$ cat src/rtl/decoder_scan_seq.sv
// Scan address generator driving the select and enable of a 4-to-16 decoder.
// Optional build macro SCAN_SKIP_MASK_EN adds a skip_mask input that removes addresses from the scan.
module decoder_scan_seq #(
    parameter int unsigned DWELL = 4,
    parameter int unsigned BLANK = 1
) (
    input  logic        clk,
    input  logic        rst,
    input  logic        start,
    input  logic        stop,
    input  logic        oneshot,
`ifdef SCAN_SKIP_MASK_EN
    input  logic [15:0] skip_mask,
`endif
    output logic [3:0]  w,
    output logic        en,
    output logic        busy,
    output logic        done,
    output logic [7:0]  frame_cnt
);

    typedef enum logic [1:0] {StIdle, StActive, StBlank} state_e;

    localparam logic [7:0] DwellLast = 8'(DWELL - 1);
    localparam logic [7:0] BlankLast = 8'(BLANK - 1);
    localparam bit         HasBlank  = (BLANK != 0);

    state_e     state_q, state_d;
    logic [3:0] w_q, w_d;
    logic [7:0] cnt_q, cnt_d;
    logic [7:0] frame_q, frame_d;
    logic       stop_q, stop_d;
    logic       os_q, os_d;
    logic       en_q, en_d;
    logic       busy_q, busy_d;
    logic       done_q, done_d;

    logic [15:0] mask;
`ifdef SCAN_SKIP_MASK_EN
    assign mask = skip_mask;
`else
    assign mask = 16'h0000;
`endif

    // Next unmasked address after w_q; adv_wrap marks that the step crosses past address 15.
    logic [3:0] adv_addr;
    logic       adv_wrap;
    logic       adv_none;
    logic [4:0] sum;
    always_comb begin
        adv_addr = w_q;
        adv_wrap = 1'b0;
        adv_none = 1'b1;
        sum      = 5'd0;
        for (int i = 1; i <= 16; i++) begin
            sum = {1'b0, w_q} + 5'(i);
            if (adv_none && !mask[sum[3:0]]) begin
                adv_addr = sum[3:0];
                adv_wrap = sum[4];
                adv_none = 1'b0;
            end
        end
    end

    logic [3:0] first_addr;
    logic       first_none;
    always_comb begin
        first_addr = 4'd0;
        first_none = &mask;
        for (int i = 15; i >= 0; i--) begin
            if (!mask[i]) first_addr = 4'(i);
        end
    end

    always_comb begin
        state_d = state_q;
        w_d     = w_q;
        cnt_d   = cnt_q;
        frame_d = frame_q;
        stop_d  = stop_q;
        os_d    = os_q;
        done_d  = 1'b0;
        unique case (state_q)
            StIdle: begin
                stop_d = 1'b0;
                if (start && !first_none) begin
                    state_d = StActive;
                    w_d     = first_addr;
                    cnt_d   = 8'd0;
                    os_d    = oneshot;
                end
            end
            StActive: begin
                if (stop) stop_d = 1'b1;
                if (cnt_q == DwellLast) begin
                    cnt_d = 8'd0;
                    if (adv_wrap) begin
                        frame_d = frame_q + 8'd1;
                        done_d  = 1'b1;
                    end
                    // A stop arriving on this very edge still counts.
                    if (stop_q || stop || adv_none || (os_q && adv_wrap)) begin
                        state_d = StIdle;
                        w_d     = 4'd0;
                        stop_d  = 1'b0;
                    end else if (HasBlank) begin
                        state_d = StBlank;
                    end else begin
                        w_d = adv_addr;
                    end
                end else begin
                    cnt_d = cnt_q + 8'd1;
                end
            end
            StBlank: begin
                if (stop) stop_d = 1'b1;
                if (cnt_q == BlankLast) begin
                    cnt_d = 8'd0;
                    if (stop_q || stop || adv_none) begin
                        state_d = StIdle;
                        w_d     = 4'd0;
                        stop_d  = 1'b0;
                    end else begin
                        state_d = StActive;
                        w_d     = adv_addr;
                    end
                end else begin
                    cnt_d = cnt_q + 8'd1;
                end
            end
            default: begin
                state_d = StIdle;
                w_d     = 4'd0;
            end
        endcase
        en_d   = (state_d == StActive);
        busy_d = (state_d != StIdle);
    end

    always_ff @(posedge clk or posedge rst) begin
        if (rst) begin
            state_q <= StIdle;
            w_q     <= 4'd0;
            cnt_q   <= 8'd0;
            frame_q <= 8'd0;
            stop_q  <= 1'b0;
            os_q    <= 1'b0;
            en_q    <= 1'b0;
            busy_q  <= 1'b0;
            done_q  <= 1'b0;
        end else begin
            state_q <= state_d;
            w_q     <= w_d;
            cnt_q   <= cnt_d;
            frame_q <= frame_d;
            stop_q  <= stop_d;
            os_q    <= os_d;
            en_q    <= en_d;
            busy_q  <= busy_d;
            done_q  <= done_d;
        end
    end

    assign w         = w_q;
    assign en        = en_q;
    assign busy      = busy_q;
    assign done      = done_q;
    assign frame_cnt = frame_q;

endmodule

$ cat config.mk
export PLATFORM = sky130hd
export DESIGN_NAME = decoder_scan_seq
export DESIGN_NICKNAME = d
export VERILOG_FILES = /design/src/rtl/decoder_scan_seq.sv
export SDC_FILE = /design/constraint.sdc
export NUM_CORES = 1
export LEC_CHECK = 0
export ABC_AREA = 0
export CAP_MARGIN = 15
export CORE_ASPECT_RATIO = 0.75
export CORE_MARGIN = 10
export CORE_UTILIZATION = 35
export CTS_BUF_LIST = sky130_fd_sc_hd__clkbuf_8 sky130_fd_sc_hd__clkbuf_16
export DETAILED_ROUTE_END_ITERATION = 6
export REMOVE_ABC_BUFFERS = 1
export SLEW_MARGIN = 20
export SYNTH_ARGS = -nofsm -noshare
export SYNTH_HDL_FRONTEND = slang
export SYNTH_SLANG_ARGS = --single-unit
$ cat constraint.sdc
create_clock -name clk -period 2.2 [get_ports clk]
set_input_delay 0.44 -clock clk [delete_from_list [all_inputs] [get_ports clk]]
set_output_delay 0.44 -clock clk [all_outputs]
set_load 0.05 [all_outputs]
==> impl_metrics.ini <==
[final_layout]
syn_to_final_growth_pct = 19.8
n_antenna_cell = 0
finalInstanceArea_um2 = 1880
mostFrequentLayoutCells = dfrtp_1, clkdlybuf4s50_1, inv_1
nets = 190
regArea_um2 = 676
fillCellCount = 391
layout_commonest_cell = dfrtp_1
drive_gt1_share_pct = 12.6
multiInputGateArea_um2 = 810

[cts]
cts.path.max_buffers = 2
root_buffer = clkbuf_8
hold_buffers = 0
numCtsBuffers = 3
clk_pin_slew_ns = 0.10
postCtsSetupRepairBufs = 0
worstSkewPairLatency_ns = 0.28
cts_resized = 0
cts_sinks = 27
cts_tree = done
cts_max_level = 1

[routing]
ant_nets = 0
routed_wl_mm = 3.42
via_per_inst = 5.37
drt_first_iter_violations = 104
vias = 1236
drcViolationCount = 0
drt_pass1_iterations = 5
wl_per_cell_um = 14.9

[hold_path]
holdPathStages = 1
holdPathEnd = frame_cnt[7]
min_from = frame_cnt[7]
hold_path.class = flip-flop to flip-flop

[die]
dieArea_um2 = 7590
die_h_um = 78.0
num_rows = 20
pin_count = 20
die-width_um = 97.3
initial_core_util_pct = 37.5
core_area_um2 = 4180

[place]
place_area_um2 = 1830
gp_congestion = 0.818
portBuffers = 19
dp_hpwl_mm = 2.60

[worst_setup_path]
regToRegEndpoint = frame_cnt[1]
worstSetupEndpointType = output pin
rrSetupSlack_ns = 0.20
startpoint_type = flip-flop
cpPeakStageDelay_ns = 0.84
crit_family = buffers and inverters
worstPathMaxFanout = 6
crit_buf_inv = 1
worstReg2RegStart = state_q[1]
worstSetupPathType = flip-flop to output pin
required_ns = 1.76
crit_arrival_ns = 1.57
critPathSlowestCell = clkdlybuf4s50_1
reg2regPathDepth = 5
path_cells = clkdlybuf4s50_1

[sta]
period_minus_slack_ns = 2.01
worstMarginPinSlew_ns = 0.549
drv_slew = 0
finClkSkew_ns = 0.00719
setup_viol = 0
final.setup.tns_ns = 0
post-route-period-util_pct = 91.3
maxSlewHeadroom_pct = 63.0
hold_slack_ns = 0.483
max_freq_mhz = 498
rsz0062_at_grt = no
hold_violations = 0

[power_and_ir_drop]
ir_worst_vdd_mv = 0.466
clkPwrFrac_pct = 20.4
combPwrFrac_pct = 37.4
p_sw_share_pct = 37.6
seqPwrFrac_pct = 42.2
powerDensity_nw_per_um2 = 752
p_leak_nw = 0.795
p_switching_uw = 531
p_int_uw = 883

[logic_synthesis]
ys_seq_area_share_pct = 43.1
yosysUniqueCellTypes = 43
synthArstFlopShare_pct = 100
postSynthAreaPerCell_um2 = 10.3
synth_edf_count = 0
syn_inst = 152
yosys_warnings = 0
ys_dominant_reg_cell = dfrtp_1
ys_ff_latch = 27
synth.cell_area_um2 = 1570

[global_routing]
grtUsageTotal_pct = 9.03
antenna_found_initial = 0
grt_overflow = 0
grt_pass1_wl_mm = 5.79
grt_max_degree = 28
first_global_vias = 1127

[run]
cap_violations = 0

[run_status]
status = completed
==> cells in the mapped netlist (2+ instances only) <==
library cell,n,area [µm²]
a211oi_1,3,22.5
a21oi_1,10,50.1
and3_1,2,12.5
and4_1,3,26.3
buf_4,2,15.0
dfrtp_1,27,676
ha_1,9,113
inv_1,13,48.8
mux2_2,4,45.0
nand2_1,12,45.0
nand3_1,3,15.0
nand4_1,6,37.5
nor2_1,8,30.0
nor2b_1,2,12.5
nor3_1,2,10.0
nor3b_2,2,25.0
nor4_1,4,25.0
o2111ai_1,2,17.5
o21ai_0,5,25.0
o32ai_1,2,17.5
xnor2_1,9,78.8
==> per-stage QoR <==
stage	total power [mW]	setup WS, ns	util, %	instances
after floorplan	0.976	0.198	-	147
after global placement	1.12	0.222	43.8	226
after detailed placement	1.13	0.158	43.8	226
after CTS	1.43	0.181	45.0	230
after global routing	1.50	0.0310	45.0	230
final	1.41	0.190	45.0	230
==> state kept, by name (all words and copies together) (netlist names) <==
register / cells
busy: 1
state_q: 2
frame_cnt: 8
cnt_q: 8
done: 1
stop_q: 1
w: 4
en: 1
os_q: 1
==> layout make-up <==
cell class                 instances  area share (%)
multi-input combinational        107            43.1
sequential                        27            36.0
timing repair buffer              24            12.1
tap                               55            3.66
inverter                          13            2.60
clock buffer                       3            2.20
clock inverter                     1           0.399
==> kinds of logic (layout without fill, tap and decap cells) <==
group	after synthesis	count (layout)	synth area share (%)
simple gates	49	49	18.4
compound gates	35	35	17.5
flops	27	27	43.1
buf+inv	18	41	5.34
xor+xnor	10	10	5.58
fa+ha+maj	9	9	7.18
mux	4	4	2.87
==> power groups by stage <==
stage / registers (mW) / clock network (mW) / logic (mW)
floorplan: 0.665 / 0 / 0.311
global placement: 0.606 / 0 / 0.519
detailed placement: 0.608 / 0 / 0.524
CTS: 0.598 / 0.307 / 0.528
global route: 0.608 / 0.323 / 0.574
finish: 0.597 / 0.289 / 0.529
==> worst max path at each step <==
stage | startpoint | endpoint | slack (ns) | cells after the start
finish | w[2] | w[2] | 0.19 | 1
CTS | w[2] | w[2] | 0.18 | 1
floorplan | w[0] | w[0] | 0.20 | 5
detailed placement | start | w[1] | 0.16 | 4
global placement | start | w[1] | 0.22 | 4
global route | cnt_q[0] | w[1] | 0.03 | 6
==> metal layers <==
| layer | track usage [%] | part of all wire [%] | vias up |
|---|---|---|---|
| li1 | - | - | 605 |
| met1 | 12.7 | 52 | 603 |
| met2 | 13.1 | 42 | 24 |
| met3 | 2.30 | 4.4 | 4 |
| met4 | 2.90 | 1.4 | 0 |
| met5 | 0 | 0 | - |
Note: power is estimated with default switching activity, not from simulation.
